**src/rtl/pp_gen_5bit_if.sv**
```systemverilog
// pp_gen_5bit_if: operand/row-set handshake bundle for pp_gen_5bit.
// The slave modport is the generator side; the master modport drives operands and consumes rows.
interface pp_gen_5bit_if;
  logic       in_valid;
  logic       in_ready;
  logic [4:0] a;
  logic [4:0] b;
  logic       out_valid;
  logic       out_ready;
  logic [9:0] pp0, pp1, pp2, pp3, pp4;
  logic       pp_ci;
  logic [7:0] ops_done;
  modport slave (
    input  in_valid, a, b, out_ready,
    output in_ready, out_valid, pp0, pp1, pp2, pp3, pp4, pp_ci, ops_done
  );
  modport master (
    output in_valid, a, b, out_ready,
    input  in_ready, out_valid, pp0, pp1, pp2, pp3, pp4, pp_ci, ops_done
  );
endinterface

```
**src/rtl/pp_gen_5bit.sv**
```systemverilog
// pp_gen_5bit: 5x5 partial-product row generator behind a 2-entry skid buffer.
// Define PP_SIGNED_EN for two's-complement operands (inverted top row plus carry-in).
module pp_gen_5bit (
  input  logic         clk,
  input  logic         rst_n,
  pp_gen_5bit_if.slave bus
);
  typedef enum logic [1:0] {EMPTY, ONE, FULL} state_t;
  state_t          r_state, w_next;
  logic            r_in_ready, r_out_valid;
  logic [4:0][9:0] r_out_pp, r_skid_pp, w_pp;
  logic            r_out_ci, r_skid_ci, w_ci;
  logic [7:0]      r_ops;
  logic [9:0]      w_a_ext;
  logic            w_in_xfer, w_out_xfer, w_load_out, w_load_skid, w_from_skid;
  assign w_in_xfer  = bus.in_valid & r_in_ready;
  assign w_out_xfer = r_out_valid & bus.out_ready;
  assign bus.in_ready  = r_in_ready;
  assign bus.out_valid = r_out_valid;
  assign bus.pp0 = r_out_pp[0];
  assign bus.pp1 = r_out_pp[1];
  assign bus.pp2 = r_out_pp[2];
  assign bus.pp3 = r_out_pp[3];
  assign bus.pp4 = r_out_pp[4];
  assign bus.pp_ci    = r_out_ci;
  assign bus.ops_done = r_ops;
  always_comb begin
`ifdef PP_SIGNED_EN
    w_a_ext = {{5{bus.a[4]}}, bus.a};
    w_ci    = bus.b[4];
`else
    w_a_ext = {5'b0, bus.a};
    w_ci    = 1'b0;
`endif
    for (int i = 0; i < 5; i++) w_pp[i] = bus.b[i] ? w_a_ext << i : 10'd0;
`ifdef PP_SIGNED_EN
    // negative-weight top row: ~x here plus pp_ci gives -x
    w_pp[4] = bus.b[4] ? ~(w_a_ext << 4) : 10'd0;
`endif
  end
  always_comb begin
    w_next      = r_state;
    w_load_out  = 1'b0;
    w_load_skid = 1'b0;
    w_from_skid = 1'b0;
    case (r_state)
      EMPTY: if (w_in_xfer) begin
        w_next     = ONE;
        w_load_out = 1'b1;
      end
      ONE: begin
        w_next      = w_in_xfer ? (w_out_xfer ? ONE : FULL) : (w_out_xfer ? EMPTY : ONE);
        w_load_out  = w_in_xfer & w_out_xfer;
        w_load_skid = w_in_xfer & ~w_out_xfer;
      end
      FULL: if (w_out_xfer) begin
        w_next      = ONE;
        w_load_out  = 1'b1;
        w_from_skid = 1'b1;
      end
      default: w_next = EMPTY;
    endcase
  end
  always_ff @(posedge clk or negedge rst_n) begin
    if (!rst_n) begin
      r_state     <= EMPTY;
      r_in_ready  <= 1'b1;
      r_out_valid <= 1'b0;
      r_out_pp    <= '0;
      r_out_ci    <= 1'b0;
      r_skid_pp   <= '0;
      r_skid_ci   <= 1'b0;
      r_ops       <= 8'd0;
    end else begin
      r_state     <= w_next;
      r_in_ready  <= w_next != FULL;
      r_out_valid <= w_next != EMPTY;
      if (w_load_out) begin
        r_out_pp <= w_from_skid ? r_skid_pp : w_pp;
        r_out_ci <= w_from_skid ? r_skid_ci : w_ci;
      end
      if (w_load_skid) begin
        r_skid_pp <= w_pp;
        r_skid_ci <= w_ci;
      end
      if (w_out_xfer) r_ops <= r_ops + 8'd1;
    end
  end
endmodule

```
**src/flat_wrapper.sv**
```systemverilog
// flat-port wrapper written by rule: the top's interface ports become plain ports
module pp_gen_5bit_flat 
  (clk, rst_n, bus_in_valid, bus_a, bus_b, bus_out_ready, bus_in_ready, bus_out_valid, bus_pp0, bus_pp1, bus_pp2, bus_pp3, bus_pp4, bus_pp_ci, bus_ops_done);
  pp_gen_5bit_if bus_i ();
  input  logic clk;
  input  logic rst_n;
  input wire logic [$bits(bus_i.in_valid)-1:0] bus_in_valid;
  input wire logic [$bits(bus_i.a)-1:0] bus_a;
  input wire logic [$bits(bus_i.b)-1:0] bus_b;
  input wire logic [$bits(bus_i.out_ready)-1:0] bus_out_ready;
  output wire logic [$bits(bus_i.in_ready)-1:0] bus_in_ready;
  output wire logic [$bits(bus_i.out_valid)-1:0] bus_out_valid;
  output wire logic [$bits(bus_i.pp0)-1:0] bus_pp0;
  output wire logic [$bits(bus_i.pp1)-1:0] bus_pp1;
  output wire logic [$bits(bus_i.pp2)-1:0] bus_pp2;
  output wire logic [$bits(bus_i.pp3)-1:0] bus_pp3;
  output wire logic [$bits(bus_i.pp4)-1:0] bus_pp4;
  output wire logic [$bits(bus_i.pp_ci)-1:0] bus_pp_ci;
  output wire logic [$bits(bus_i.ops_done)-1:0] bus_ops_done;
  assign bus_i.in_valid = bus_in_valid;
  assign bus_i.a = bus_a;
  assign bus_i.b = bus_b;
  assign bus_i.out_ready = bus_out_ready;
  assign bus_in_ready = bus_i.in_ready;
  assign bus_out_valid = bus_i.out_valid;
  assign bus_pp0 = bus_i.pp0;
  assign bus_pp1 = bus_i.pp1;
  assign bus_pp2 = bus_i.pp2;
  assign bus_pp3 = bus_i.pp3;
  assign bus_pp4 = bus_i.pp4;
  assign bus_pp_ci = bus_i.pp_ci;
  assign bus_ops_done = bus_i.ops_done;
  pp_gen_5bit u_core (.clk(clk), .rst_n(rst_n), .bus(bus_i));
endmodule
```
**config.mk**
```make
export PLATFORM = sky130hd
export DESIGN_NAME = pp_gen_5bit_flat
export DESIGN_NICKNAME = d
export VERILOG_FILES = /design/src/rtl/pp_gen_5bit_if.sv /design/src/rtl/pp_gen_5bit.sv /design/src/flat_wrapper.sv
export SDC_FILE = /design/constraint.sdc
export NUM_CORES = 1
export LEC_CHECK = 0
export BUFFER_PORTS_ARGS = -buffer_cell sky130_fd_sc_hd__buf_2
export CAP_MARGIN = 25
export CORE_ASPECT_RATIO = 0.6
export CORE_MARGIN = 3
export CORE_UTILIZATION = 40
export CTS_CLUSTER_SIZE = 20
export DETAILED_ROUTE_END_ITERATION = 8
export GPL_TIMING_DRIVEN = 0
export PLACE_DENSITY = 0.71
export REMOVE_ABC_BUFFERS = 1
export SLEW_MARGIN = 15
export SYNTH_ARGS = -nofsm -noshare
export SYNTH_HDL_FRONTEND = slang
export SYNTH_SLANG_ARGS = --single-unit
```
**constraint.sdc**
```tcl
create_clock -name clk -period 1.58 [get_ports clk]
set_input_delay 0.316 -clock clk [delete_from_list [all_inputs] [get_ports clk]]
set_output_delay 0.316 -clock clk [all_outputs]
set_load 0.01 [all_outputs]
```
* Yosys cells after proc, flatten, opt, wreduce, memory -nomap -nowiden *
Index checks and enable logic that the tools add are counted.

storage, ports and cells
  input port bits = 14
  word-level logic and storage cells = 42
  bits in latches = 0
  register bits after elaboration = 112
  memories = 0
  memory bits (read-only) = 0
  memory bits (writable) = 0
  output and inout bits = 61

operators by class
  magnitude comparators = 0
  shift operators = 0
  bitwise logic cells = 5
  add/sub/neg operators = 1
  reductions and logical operators = 2
  equality and inequality tests = 3
  $mul = 0
  divide/modulo/power cells = 0
  muxes and demuxes = 17

operators by type and width
  kind                 count
  $mux 50              1
  $mux 9               1
  $add 8x1->8 const B  1
  $mux 2               4
  $mux 8               1
  $mux 7               1
  $mux 6               1
  $pmux 2 s3           1
  $mux 1               5
  $mux 5               1
  $and 1x1->1          4
  $pmux 1 s3           1
  $eq 2x1->1 const B   1
  $eq 2x2->1 const B   1
  $logic_not 2->1      1
  $ne 2x2->1 const B   1
  $reduce_bool 2->1    1
  $not 1->1            1

* Longest topological paths before layout *
  depth in word-level cells = 5
  gate-level depth with buffers = 5
  gate-level depth less buffers = 3

* Least setup slack after synthesis *
Ideal clock, no wire load.

  path kind = register to register
  start = reg u_core.r_in_ready (netlist: u_core.bus.in_ready)
  end = reg u_core.r_out_pp, in the netlist u_core.bus.pp1[1]
  slack = -0.183 ns
  clock period less this slack = 1.763 ns
  stages on the path, launching flop included = 5
  required time = 1.455 ns
  arrival time = 1.639 ns
  path through = dfstp_2 nand4_1 o221ai_2 buf_2 mux2_2

between the ends
  longest elaborated chain between the ends = 3
  elaborated cells on any way between the ends = 4
  those cells by class = mux: 2; bitwise: 2

RTL lines
  item                                          RTL line                              RTL
  from (decl)                                   pp_gen_5bit.sv:10                     logic r_in_ready, r_out_valid;
  from (signal assigned)                        pp_gen_5bit.sv:67                     r_in_ready <= 1'b1;
  from (signal assigned)                        pp_gen_5bit.sv:76                     r_in_ready <= w_next != FULL;
  $and 1x1->1 (*)                               pp_gen_5bit.sv:16                     assign w_in_xfer = bus.in_valid & r_in_ready;
  $and 1x1->1 / $mux 1 (equally long branches)  pp_gen_5bit.sv:53, pp_gen_5bit.sv:47
  $pmux 1 s3 (*)                                pp_gen_5bit.sv:46                     case (r_state)
  to (signal assigned)                          pp_gen_5bit.sv:79                     r_out_pp <= w_from_skid ? r_skid_pp : w_pp;
  to (decl)                                     pp_gen_5bit.sv:11                     logic [4:0][9:0] r_out_pp, r_skid_pp, w_pp;

Mark *: on every way between the ends. The rest lies on a longest branch, timed or not.
A chain may end at the register's enable or synchronous reset.

* Worst setup path after layout *
  start = reg u_core.r_in_ready (netlist: u_core.bus.in_ready)
  end = reg u_core.r_out_pp, in the netlist u_core.bus.pp0[1]

Same word-level chain as after synthesis.

==> results.py <==
metrics = {
    "status": {
        "outcome": "finished with violations",
        "failed_checks": "negative setup slack",
    },
    "placed_design": {
        "place_hpwl_um": 4170,
        "port_buffers": 48,
        "place.gp.congestion": 0.715,
    },
    "synth": {
        "synth_compound_area_share_pct": 1.94,
        "synthAdderAreaFrac_pct": 0.396,
        "synth_warnings": 0,
        "synth_xor_xnor_area_share_pct": 1.94,
        "syn_avg_cell_area_sq_um": 13.8,
        "ys_seq_area_share_pct": 49.1,
        "syn_inst": 229,
        "mappedNetlistArea_sq_um": 3160,
        "synth_top_family_by_area": "multiplexers",
        "yosys.area_share.simple_pct": 8.78,
        "synth-seq-cells": 62,
        "synth_cell_type_count": 27,
        "synthMuxAreaShare_pct": 29.2,
    },
    "clock_tree": {
        "cts-buffers-inserted": 9,
        "insertion_delay_ns": 0.33,
        "root_buffer": "clkbuf_16",
        "cts.sinks": 62,
        "cts_buffer_depth": 2,
        "cts_tree": "built",
        "hold_buffers": 0,
        "clkTransAtPathRegs_ns": 0.05,
        "h-tree-depth": 3,
    },
    "layout": {
        "drive_gt1_share_pct": 54.8,
        "mostFrequentLayoutCells": "dfrtp_1 (58), buf_2 (47), mux2_2 (43), mux2_4 (33), conb_1 (26)",
        "layout_commonest_cell": "dfrtp_1",
        "syn_to_final_growth_pct": 26.6,
        "fillers": 640,
        "multi_input_area_sq_um": 1530,
        "nets": 314,
        "seq_area_sq_um": 1560,
        "diodes": 0,
    },
    "timing": {
        "tightest_slew_ns": 0.789,
        "max_clock_freq_ghz": 0.563,
        "fin_setup_tns_ns": -7.46,
        "slew_viol_final": 0,
        "fin_hold_ws_ns": 0.0577,
        "rsz0062_at_grt": "true",
        "clock_skew_ns": 0.00622,
        "hold_viol": 0,
        "period_minus_slack_ns": 1.78,
        "slew_headroom_pct": 47.4,
        "finalSetupViolCount": 51,
        "final.period_utilization_pct": 112,
        "setup_ws_ns": -0.195,
    },
    "floorplan": {
        "initial_utilization_pct": 42.3,
        "core_area_sq_um": 7480,
        "die_h_um": 74.9,
        "io_pins": 75,
        "fp.dieArea_sq_um": 9050,
        "fp.dieW_um": 121,
        "rows": 24,
    },
    "routing": {
        "vias": 1926,
        "drcViolationCount": 0,
        "viasPerCell": 4.73,
        "first_pass_iters": 4,
        "drtIter0Drc": 92,
        "routedWlPerCell_um": 17.4,
        "wl_um": 7070,
        "ant_nets": 0,
    },
    "critical_path": {
        "critical_path_class": "reg -> reg",
        "cp_data_required_time_ns": 1.79,
        "critPathArrivalTime_ns": 1.98,
        "crit_path_start_kind": "register",
        "slowest_delay_ns": 0.58,
        "worstSetupEndpointType": "register",
        "critical_path.max_fanout": 5,
        "path_cells": "nand4_1, o221ai_4, buf_12, clkbuf_16, mux2_4",
        "cp_slowest_cell": "dfstp_2",
    },
    "grt": {
        "grt_overflow": 0,
        "grt_first_pass_wirelength_um": 10700,
        "grt_pass1_vias": 1979,
        "track_usage_pct": 16.1,
        "grt_max_degree": 63,
        "antenna_found_initial": 0,
    },
    "pwr": {
        "ir_worst_vdd_mv": 0.774,
        "power.density_nw_per_um2": 1990,
        "finalPower_w": 0.00796,
        "leakage_nw": 2.05,
    },
    "run": {
        "maxCapViolCount": 0,
    },
    "worst_hold_path": {
        "worstHoldPathType": "in -> async",
    },
}
-- critical path, delay by kind of cell (launching register included) --
family                 cells  cell delay, ns
multiplexers               1            0.30
buffers and inverters      2            0.33
AND/OR/NAND/NOR            1            0.18
flip-flops                 1            0.58
AO/OA/AOI/OAI              1            0.27
-- metrics by stage --
| step | setup slack [ns] | instance area [sq um] | cells | util, % |
|---|---|---|---|---|
| finish | -0.195 | 4010 | 407 | 53.6 |
| global route | -0.240 | 4010 | 407 | 53.6 |
| CTS | -0.162 | 3790 | 397 | 50.7 |
| detailed placement | -0.509 | 3420 | 374 | 45.7 |
| global placement | -1.02 | 3360 | 372 | 44.9 |
| floorplan | -0.643 | 2990 | 220 | - |
-- power by group --
part / total (W) / internal [W] / switching, W / leakage, nW
Sequential: 0.00282 / 0.00234 / 0.000480 / 0.790
Clock: 0.00178 / 0.00113 / 0.000644 / 0.133
Combinational: 0.00336 / 0.00201 / 0.00135 / 1.12
Total: 0.00796 / 0.00548 / 0.00248 / 2.05
-- metal layers --
layer,track usage [%],vias to the layer above,part of all wire (%)
met4,5.28,0,1.1
met3,7.21,8,4.4
met2,23.2,50,43
li1,-,898,-
met1,21.9,970,52
met5,0,-,0
-- sequential cells by signal, indices dropped and copies added (netlist names), 2 cells and up --
signal               cells
u_core.bus.pp1           5
u_core.bus.ops_done      8
u_core.bus.pp3           5
u_core.r_state           2
u_core.bus.pp0           5
u_core.bus.pp4           5
u_core.bus.pp2           5
u_core.r_skid_pp        25
-- cells in the mapped netlist --
library cell   n  area (sq um)
a21boi_0       2          15.0
buf_2          4          20.0
xor2_1         1          8.76
nand4b_4       1          23.8
o21ai_0        2          10.0
o221ai_1       1          8.76
o21a_1         1          7.51
or2b_1         1          7.51
dfstp_2        1          26.3
clkbuf_1       1          3.75
mux2_2        58           653
or3b_1         1          8.76
buf_6          1          11.3
nand2_1        3          11.3
ha_1           1          12.5
buf_12         2          40.0
mux2_4        18           270
a21oi_1        1          5.00
and2_1        26           163
xnor2_1        6          52.6
conb_1         1          3.75
nand3b_4       1          20.0
o221ai_2       1          15.0
dfrtp_1       61          1530
nand4_1        5          31.3
buf_4         26           195
and3_1         2          12.5
-- final cells by class --
type | instances | area share (%)
clock inverters | 1 | 0.125
clock buffers | 14 | 6.59
multi-input cells | 159 | 38.3
well taps | 104 | 3.25
flip-flops and latches | 62 | 38.9
repair buffers | 67 | 12.9
-- cell families (layout without fill, tap and decap cells) --
logic type / Yosys count / in the layout
muxes: 76 / 76
DFF: 62 / 62
and+or+nand+nor: 40 / 41
buffers and inverters: 34 / 82
AOI/OAI and AO/OA: 8 / 8
xor gates and xnor gates: 7 / 7
adders and majority gates: 1 / 1
other: 1 / 26
-- path summary, 6_finish.rpt --
kind | from | endpoint | slack [ns] | cells after the start
setup / recovery | u_core.bus.in_ready | u_core.bus.pp0[1] | -0.20 | 5
hold / removal | rst_n | u_core.bus.pp1[5] | 0.06 | 1
setup reg to reg | u_core.bus.in_ready | u_core.bus.pp0[1] | -0.20 | 5
hold reg to reg | u_core.bus.ops_done[7] | u_core.bus.ops_done[7] | 0.48 | 1
max in group asynchronous | rst_n | u_core.r_state[1] | 0.98 | 1
min in group clk | bus_in_valid | u_core.bus.out_valid | 0.40 | 3
-- timing repair --
item                       4_1_cts  5_1_grt
setup endpoints to repair       52       50
setup buffers                    7        6
pin swaps                        3        3
gates resized for setup          7       23
cloned                           1        4
Note: power is estimated with default switching activity, not from simulation.
